--- src/rtl/i2c_slave_responder.sv ---
// I2C target: oversampled SCL/SDA, START/STOP detection, 7-bit address match,
// write-byte reception and read-byte service over an open-drain SDA.
module i2c_slave_responder #(
    parameter logic [6:0] SLAVE_ADDR = 7'h48
) (
    input  logic       CLOCK,
    input  logic       Reset,
    input  logic       SCL,
    input  logic       SDAIn,
    output logic       SDADriveLow,
    input  logic [7:0] TxData,
    output logic       TxRequest,
    output logic [7:0] RxData,
    output logic       RxValid,
    output logic       Busy
);

    typedef enum logic [2:0] {
        S_IDLE, S_ADDR, S_ADDR_ACK, S_WRITE, S_WRITE_ACK, S_READ, S_READ_ACK, S_WAIT_STOP
    } state_t;

    logic   r_scl_s1, r_scl_s2, r_scl_h, r_sda_s1, r_sda_s2, r_sda_h;
    state_t r_state, w_state_nxt;
    logic [2:0] r_cnt, w_cnt_nxt;
    logic       r_done, w_done_nxt;
    logic [7:0] r_shift, w_shift_nxt;
    logic       r_drive, w_drive_nxt;
    logic       r_busy, w_busy_nxt;
    logic [7:0] r_rxdata, w_rxdata_nxt;
    logic       r_rxvalid, w_rxvalid_nxt;
    logic       r_txreq, w_txreq_nxt;
    logic [7:0] r_txbyte, w_txbyte_nxt;
    logic       w_load_tx;

    wire w_scl_rise = r_scl_s2 & ~r_scl_h;
    wire w_scl_fall = ~r_scl_s2 & r_scl_h;
    wire w_start    = r_scl_s2 & r_sda_h & ~r_sda_s2;
    wire w_stop     = r_scl_s2 & ~r_sda_h & r_sda_s2;

    // Sync flops idle high so a reset release never looks like a bus edge.
    always_ff @(posedge CLOCK or negedge Reset) begin
        if (!Reset) begin
            r_scl_s1 <= 1'b1; r_scl_s2 <= 1'b1; r_scl_h <= 1'b1;
            r_sda_s1 <= 1'b1; r_sda_s2 <= 1'b1; r_sda_h <= 1'b1;
        end else begin
            r_scl_s1 <= SCL;   r_scl_s2 <= r_scl_s1; r_scl_h <= r_scl_s2;
            r_sda_s1 <= SDAIn; r_sda_s2 <= r_sda_s1; r_sda_h <= r_sda_s2;
        end
    end

    always_ff @(posedge CLOCK or negedge Reset) begin
        if (!Reset) begin
            r_state   <= S_IDLE;
            r_cnt     <= 3'd0;
            r_done    <= 1'b0;
            r_shift   <= 8'h00;
            r_drive   <= 1'b0;
            r_busy    <= 1'b0;
            r_rxdata  <= 8'h00;
            r_rxvalid <= 1'b0;
            r_txreq   <= 1'b0;
            r_txbyte  <= 8'h00;
        end else begin
            r_state   <= w_state_nxt;
            r_cnt     <= w_cnt_nxt;
            r_done    <= w_done_nxt;
            r_shift   <= w_shift_nxt;
            r_drive   <= w_drive_nxt;
            r_busy    <= w_busy_nxt;
            r_rxdata  <= w_rxdata_nxt;
            r_rxvalid <= w_rxvalid_nxt;
            r_txreq   <= w_txreq_nxt;
            r_txbyte  <= w_txbyte_nxt;
        end
    end

    always_comb begin
        w_state_nxt   = r_state;
        w_cnt_nxt     = r_cnt;
        w_done_nxt    = r_done;
        w_shift_nxt   = r_shift;
        w_drive_nxt   = r_drive;
        w_busy_nxt    = r_busy;
        w_rxdata_nxt  = r_rxdata;
        w_rxvalid_nxt = 1'b0;
        w_txreq_nxt   = 1'b0;
        w_txbyte_nxt  = r_txbyte;
        w_load_tx     = 1'b0;
        if (w_stop) begin
            w_state_nxt = S_IDLE;
            w_drive_nxt = 1'b0;
            w_busy_nxt  = 1'b0;
            w_cnt_nxt   = 3'd0;
            w_done_nxt  = 1'b0;
        end else if (w_start) begin
            w_state_nxt = S_ADDR;
            w_drive_nxt = 1'b0;
            w_cnt_nxt   = 3'd0;
            w_done_nxt  = 1'b0;
        end else begin
            case (r_state)
                S_ADDR, S_WRITE: begin
                    if (w_scl_rise && !r_done) begin
                        w_shift_nxt = {r_shift[6:0], r_sda_s2};
                        w_cnt_nxt   = r_cnt + 3'd1;
                        if (r_cnt == 3'd7) begin
                            w_done_nxt = 1'b1;
                            if (r_state == S_WRITE) begin
                                w_rxdata_nxt  = {r_shift[6:0], r_sda_s2};
                                w_rxvalid_nxt = 1'b1;
                            end
                        end
                    end else if (w_scl_fall && r_done) begin
                        w_done_nxt = 1'b0;
                        if (r_state == S_WRITE) begin
                            w_drive_nxt = 1'b1;
                            w_state_nxt = S_WRITE_ACK;
                        end else if (r_shift[7:1] == SLAVE_ADDR) begin
                            w_drive_nxt = 1'b1;
                            w_busy_nxt  = 1'b1;
                            w_state_nxt = S_ADDR_ACK;
                        end else begin
                            w_busy_nxt  = 1'b0;
                            w_state_nxt = S_WAIT_STOP;
                        end
                    end
                end
                S_ADDR_ACK: begin
                    if (w_scl_fall) begin
                        if (!r_shift[0]) begin
                            w_drive_nxt = 1'b0;
                            w_cnt_nxt   = 3'd0;
                            w_state_nxt = S_WRITE;
                        end else begin
                            w_load_tx = 1'b1;
                        end
                    end
                end
                S_WRITE_ACK: begin
                    if (w_scl_fall) begin
                        w_drive_nxt = 1'b0;
                        w_cnt_nxt   = 3'd0;
                        w_state_nxt = S_WRITE;
                    end
                end
                // r_cnt indexes the next bit to drive; done marks bit 0 on the wire.
                S_READ: begin
                    if (w_scl_fall) begin
                        if (r_done) begin
                            w_drive_nxt = 1'b0;
                            w_done_nxt  = 1'b0;
                            w_cnt_nxt   = 3'd0;
                            w_state_nxt = S_READ_ACK;
                        end else begin
                            w_drive_nxt = ~r_txbyte[r_cnt];
                            if (r_cnt == 3'd0) w_done_nxt = 1'b1;
                            else               w_cnt_nxt  = r_cnt - 3'd1;
                        end
                    end
                end
                S_READ_ACK: begin
                    if (w_scl_rise && !r_done) begin
                        if (r_sda_s2) begin
                            w_busy_nxt  = 1'b0;
                            w_state_nxt = S_WAIT_STOP;
                        end else begin
                            w_done_nxt = 1'b1;
                        end
                    end else if (w_scl_fall && r_done) begin
                        w_done_nxt = 1'b0;
                        w_load_tx  = 1'b1;
                    end
                end
                default: ;
            endcase
        end
        if (w_load_tx) begin
            w_txbyte_nxt = TxData;
            w_txreq_nxt  = 1'b1;
            w_drive_nxt  = ~TxData[7];
            w_cnt_nxt    = 3'd6;
            w_state_nxt  = S_READ;
        end
    end

    assign SDADriveLow = r_drive;
    assign TxRequest   = r_txreq;
    assign RxData      = r_rxdata;
    assign RxValid     = r_rxvalid;
    assign Busy        = r_busy;

endmodule

--- config.mk ---
export PLATFORM = sky130hd
export DESIGN_NAME = i2c_slave_responder
export DESIGN_NICKNAME = d
export VERILOG_FILES = /design/src/rtl/i2c_slave_responder.sv
export SDC_FILE = /design/constraint.sdc
export NUM_CORES = 1
export LEC_CHECK = 0
export CORE_ASPECT_RATIO = 0.5
export CORE_MARGIN = 4
export CORE_UTILIZATION = 40
export CTS_BUF_LIST = sky130_fd_sc_hd__clkbuf_16
export DETAILED_ROUTE_END_ITERATION = 8
export PLACE_DENSITY = 0.57
export SLEW_MARGIN = 20
export SYNTH_ARGS = -nofsm -noshare
export SYNTH_HDL_FRONTEND = slang
export SYNTH_SLANG_ARGS = --single-unit
--- constraint.sdc ---
create_clock -name CLOCK -period 3 [get_ports CLOCK]
set_clock_uncertainty 0.05 [all_clocks]
set_input_delay 0.9 -clock CLOCK [delete_from_list [all_inputs] [get_ports CLOCK]]
set_output_delay 0.9 -clock CLOCK [all_outputs]
set_load 0.01 [all_outputs]
==> results of run 1 <==
cell usage in the layout (no fill, tap or decap), types with 6 or more instances in the layout:
master / n
a21oi_1: 11
clkdlybuf4s50_1: 22
dfrtp_1: 35
dfstp_2: 6
inv_1: 8
mux2_2: 15
mux2_4: 8
nand2_1: 10
nand3_1: 6
nor2_1: 6
o21ai_0: 9
worst min path at each step:
stage                             from                  to  cells after the start
finish              r_sda_s1$_DFF_PN1_  r_sda_s2$_DFF_PN1_                      0
global route        r_sda_s1$_DFF_PN1_  r_sda_s2$_DFF_PN1_                      0
CTS                 r_scl_s1$_DFF_PN1_  r_scl_s2$_DFF_PN1_                      0
detailed placement  r_scl_s1$_DFF_PN1_  r_scl_s2$_DFF_PN1_                      0
global placement    r_sda_s1$_DFF_PN1_  r_sda_s2$_DFF_PN1_                      0
floorplan           r_scl_s1$_DFF_PN1_  r_scl_s2$_DFF_PN1_                      0
cell type report:
cell class | instances | area, um^2 | area share
Inverter | 7 | 26.28 | 0.01002
Tap cell | 70 | 87.58 | 0.03341
Timing Repair Buffer | 25 | 240.2 | 0.09165
Multi-Input combinational cell | 137 | 1090 | 0.4158
Sequential cell | 41 | 1033 | 0.3943
Clock buffer | 5 | 125.1 | 0.04773
Clock inverter | 3 | 18.77 | 0.007160
worst register-to-register path: stages (launching register included):
cell      delay, ps
dfrtp_1         680
nand2b_1        330
nor3_2          220
buf_4           240
nand2b_1        190
o21ai_0         140
mux2i_1         150
metal layers:
metal  wire (um)  part of all wire  global-route usage  vias to the layer above
li1            -                 -                   -                      764
met1        2326              0.51              0.1948                      735
met2        1977              0.43              0.2218                       25
met3         229             0.050             0.05976                        4
met4          52             0.011             0.08460                        0
met5           0                 0                   0                        -
kinds of logic after synthesis:
logic type,count (synthesis),share of synthesized area
adder cells (fa/ha/maj),4,0.02231
multiplexers,29,0.1668
AND/OR/NAND/NOR,60,0.1668
flip-flops,41,0.4607
AO/OA/AOI/OAI,42,0.1221
buffers and inverters,21,0.05354
XOR/XNOR,2,0.007810
report_power, final:
part           internal, mW  leakage (nW)  switching (mW)
clock network         0.305        0.0672           0.216
registers             0.642         0.541           0.156
logic                 0.301         0.570           0.322
total                  1.25          1.18           0.694
cells in the mapped netlist, drive strengths merged, types with 6 or more instances:
cell	n	area [um^2]
a21oi	11	55.05
buf	8	71.31
clkbuf	6	22.52
dfrtp	35	875.8
dfstp	6	157.7
inv	7	26.28
mux2	23	289.0
nand2	11	43.80
nand2b	6	45.04
nand3	6	30.03
nor2	6	22.52
nor3	7	51.30
o21ai	9	45.04
flip-flops by register name, indices dropped and copies added, names as in the netlist, 3 cells and up:
name / flops
RxData: 8
r_shift: 8
r_txbyte: 8
r_cnt: 3
r_state: 3
stage by stage:
stage          cells  instance area (um^2)  total power, mW
2_1_floorplan    199                  2243            1.290
3_3_place_gp     280                  2477            1.423
3_5_place_dp     280                  2477            1.434
4_1_cts          288                  2621            1.969
5_1_grt          288                  2621            2.087
6_report         288                  2621            1.943
==> results.sh, run 1 <==
export IMPL_r2r_end="SDADriveLow$_DFFE_PN0P_"
export IMPL_worstMarginPinSlew_ps=872.8
export IMPL_grt_overflow=0
export IMPL_diodes=0
export IMPL_status="completed"
export IMPL_crit_end="RxData[7]"
export IMPL_ant_nets=0
export IMPL_htree_levels=2
export IMPL_cp_end_kind="output port"
export IMPL_ys_async_sr_fraction=1.000
export IMPL_routed_wl_um=4585
export IMPL_arrival_ps=1200
export IMPL_die_area_um2=6943
export IMPL_holdWs_ps=305.4
export IMPL_grt_pass1_wl_um=7631
export IMPL_clockBufferDepth=2
export IMPL_reg2reg_slack_ps=890
export IMPL_cts_resized=0
export IMPL_syn_area_um2=2243
export IMPL_port_buffers=23
export IMPL_min_path_type="flop to flop"
export IMPL_synth_seq_cells=41
export IMPL_synthDistinctLibCells=51
export IMPL_grt_setup_unrepaired="no"
export IMPL_drive_above_1_share=0.2156
export IMPL_finalSetupTns_ps=0
export IMPL_setup_worst_path_class="flop to output port"
export IMPL_grt_antenna_before_repair=0
export IMPL_syn_nets=215
export IMPL_clock_latency_ps=290
export IMPL_drc_errors=0
export IMPL_coreArea_um2=5157
export IMPL_setup_violations=0
export IMPL_maxCapViolations=0
export IMPL_vdd_drop_max_mv=0.3041
export IMPL_leakagePower_nw=1.178
export IMPL_num_rows=18
export IMPL_place_gp_congestion=0.8543
export IMPL_die_y_um=60.96
export IMPL_fmax_mhz=465.9
export IMPL_ios=24
export IMPL_start_util=0.4350
export IMPL_worst_ep_required_time_ps=2050
export IMPL_drtIter0Drc=53
export IMPL_dp_hpwl_um=3215
export IMPL_crit_family="buffers and inverters"
export IMPL_crit_path_start_kind="flop"
export IMPL_critical_path_max_stage_delay_ps=550
export IMPL_cts_root_buf="clkbuf_16"
export IMPL_first_pass_iters=4
export IMPL_synth_edff_count=0
export IMPL_place_ws_ps=831.7
export IMPL_grt_max_degree=42
export IMPL_crit_path_start="RxData[7]$_DFFE_PN0P_"
export IMPL_final_util=0.5082
export IMPL_hold_violations=0
export IMPL_ys_flop_type="dfrtp_1"
export IMPL_die_w_um=113.9
export IMPL_fin_crit_sh=0.7154
export IMPL_seq_area_frac_synth=0.4607
export IMPL_avgSynthCellArea_um2=11.27
export IMPL_clk_pin_slew_ps=60
export IMPL_nets=233
export IMPL_slowest_stage="clkdlybuf4s50_1"
export IMPL_cts_tree="yes"
export IMPL_crit_chain="clkdlybuf4s50_1"
export IMPL_min_period_ps=2146
export IMPL_cp_max_fo=2
export IMPL_slew_viol_final=0
export IMPL_fill_cells=488
export IMPL_ys_warn_count=0
export IMPL_cts_sinks=41
export IMPL_vias=1528
export IMPL_path_depth=1
export IMPL_maxSlewHeadroom=0.4181
export IMPL_finalWorstSetupSlack_ps=853.7
export IMPL_grt_pass1_vias=1541
export IMPL_worstReg2RegStart="r_state[1]$_DFFE_PN0P_"
export IMPL_grt_use_total=0.1514
export IMPL_wl_per_cell_um=15.92
export IMPL_cts_buffers=5
export IMPL_reg2reg_depth=6
export IMPL_syn_to_final_growth_pct=16.84
export IMPL_via_per_inst=5.306
export IMPL_synth_cells=199
export IMPL_holdBufCountCts=0
export IMPL_post_cts_buffers=0
export IMPL_powerDensity_nw_per_um2=741.1
export IMPL_timing_critical_path_buf_inv=1
(Power assumes the default switching activity.)
==> run 2: changes to the inputs <==
--- a/config.mk
+++ b/config.mk
@@ -10,7 +10,7 @@
 export CORE_UTILIZATION = 40
 export CTS_BUF_LIST = sky130_fd_sc_hd__clkbuf_16
 export DETAILED_ROUTE_END_ITERATION = 8
-export PLACE_DENSITY = 0.57
+export PLACE_DENSITY = 0.59
 export SLEW_MARGIN = 20
 export SYNTH_ARGS = -nofsm -noshare
 export SYNTH_HDL_FRONTEND = slang
==> constraint.sdc (replaced) <==
create_clock -name CLOCK -period 1.75 [get_ports CLOCK]
set_clock_uncertainty 0.05 [all_clocks]
set_input_delay 0.525 -clock CLOCK [delete_from_list [all_inputs] [get_ports CLOCK]]
set_output_delay 0.525 -clock CLOCK [all_outputs]
set_load 0.01 [all_outputs]
==> run 2 against run 1 <==
Compared with the run above:
- the run now ends with negative setup slack left
- non-clock buffer count grew 52
- count of clock-buffer cells in the layout is the same
- die area is the same
- global-route usage grew 3.0 points
- critical path depth grew 4
- utilization grew 11 points
- setup slack lost 1000 ps
- largest cell class unchanged
- largest power group is now combinational cells
==> results.sh, run 2 (synthesis results as in run 1) <==
export IMPL_status="finished, violations left"
export IMPL_violations="negative setup slack"
export IMPL_final_util=0.6177
export IMPL_wl_per_cell_um=16.79
export IMPL_reg2reg_depth=5
export IMPL_holdWs_ps=86.98
export IMPL_syn_to_final_growth_pct=42.00
export IMPL_maxSlewHeadroom=0.7728
export IMPL_grt_pass1_vias=1909
export IMPL_drtIter0Drc=108
export IMPL_drc_errors=0
export IMPL_dp_cells=324
export IMPL_dp_hpwl_um=4141
export IMPL_final_cell_mix="buf_4, dfrtp_1, mux2_4"
export IMPL_cts_buffers=5
export IMPL_arrival_ps=2010
export IMPL_wl_met1_um=2889
export IMPL_grt_antenna_before_repair=0
export IMPL_r2r_end="r_cnt[1]$_DFFE_PN0P_"
export IMPL_die_y_um=60.96
export IMPL_cts_tree="yes"
export IMPL_diodes=0
export IMPL_htree_levels=2
export IMPL_reg2reg_slack_ps=-150
export IMPL_grt_overflow=0
export IMPL_layout_commonest_cell="buf_4"
export IMPL_finalWorstSetupSlack_ps=-145.4
export IMPL_grt_pass1_wl_um=9508
export IMPL_clockBufferDepth=2
export IMPL_route_met3_wl_um=242
export IMPL_setup_violations=11
export IMPL_start_util=0.4350
export IMPL_ios=24
export IMPL_worstReg2RegStart="r_scl_h$_DFF_PN1_"
export IMPL_maxCapViolations=0
export IMPL_cp_end_kind="flop"
export IMPL_crit_path_start_kind="flop"
export IMPL_cts_root_buf="clkbuf_16"
export IMPL_slew_viol_final=0
export IMPL_setup_worst_path_class="flop to flop"
export IMPL_cts_sinks=41
export IMPL_clk_pin_slew_ps=60
export IMPL_finalSetupTns_ps=-1202
export IMPL_die_area_um2=6943
export IMPL_routed_wl_um=5710
export IMPL_nets=285
export IMPL_grt_max_degree=31
export IMPL_grt_use_total=0.1818
export IMPL_holdBufCountCts=0
export IMPL_die_w_um=113.9
export IMPL_hold_violations=0
export IMPL_place_gp_congestion=0.9381
export IMPL_via_per_inst=5.347
export IMPL_worstMarginPinSlew_ps=340.8
export IMPL_drive_above_1_share=0.4000
export IMPL_min_path_type="primary input to async pin"
export IMPL_crit_path_start="r_scl_h$_DFF_PN1_"
export IMPL_first_pass_iters=4
export IMPL_crit_end="r_cnt[1]$_DFFE_PN0P_"
export IMPL_min_period_ps=1895
export IMPL_ant_nets=0
export IMPL_powerDensity_nw_per_um2=1296
export IMPL_fin_crit_sh=1.083
export IMPL_clock_latency_ps=280
export IMPL_port_buffers=23
export IMPL_vias=1818
export IMPL_leakagePower_nw=1.585
export IMPL_num_rows=18
export IMPL_worst_ep_required_time_ps=1870
export IMPL_final_cells=340
export IMPL_wl_met2_um=2503
export IMPL_cp_max_fo=3
export IMPL_fmax_mhz=527.6
export IMPL_top_layer="met4"
export IMPL_grt_setup_unrepaired="yes"
export IMPL_vdd_drop_max_mv=0.5169
export IMPL_coreArea_um2=5157
run 2: worst min-delay path by stage:
stage                              to  cells past startpoint
3_5_place_dp       r_sda_s2$_DFF_PN1_                      0
2_1_floorplan        Busy$_DFFE_PN0P_                      0
6_report       r_state[0]$_DFFE_PN0P_                      1
5_1_grt              Busy$_DFFE_PN0P_                      1
3_3_place_gp       r_scl_s2$_DFF_PN1_                      0
4_1_cts              Busy$_DFFE_PN0P_                      1
run 2: what timing repair did:
item	in CTS	in global routing
gates resized for setup	15	15
setup endpoints to repair	30	34
pin swaps	2	3
buffers inserted	5	3
cloned	1	0
run 2: power by group:
group | switching (mW) | internal [mW] | total [mW]
clock | 0.390 | 0.675 | 1.07
sequential | 0.142 | 1.10 | 1.24
combinational | 0.885 | 0.935 | 1.82
run 2: layout make-up:
class / instances / area, um^2
Clock buffer: 5 / 125.1
Clock inverter: 3 / 46.29
Fill cell: 427 / 1972
Inverter: 7 / 26.28
Multi-Input combinational cell: 137 / 1170
Sequential cell: 41 / 1033
Tap cell: 70 / 87.58
Timing Repair Buffer: 77 / 696.9
run 2: per-layer routing:
metal | up-vias | global-route usage
li1 | 867 | -
met1 | 902 | 0.2532
met2 | 40 | 0.2845
met3 | 9 | 0.04382
met4 | 0 | 0.05922
met5 | - | 0
run 2: per-stage QoR:
stage	total power [mW]	cell area (um^2)	worst slack [ps]
3_5_place_dp	2.926	2851	-126.5
2_1_floorplan	2.225	2253	-175.9
3_3_place_gp	2.910	2851	-95.29
4_1_cts	4.064	3114	-139.1
5_1_grt	4.383	3186	-197.7
6_report	4.129	3186	-145.4
run 2: critical path, cell delays in order, from the launching register on:
cell	delay [ps]
dfstp_2	540
or3b_4	380
a22oi_2	190
nand2_2	80
o21a_1	220
a221o_1	320
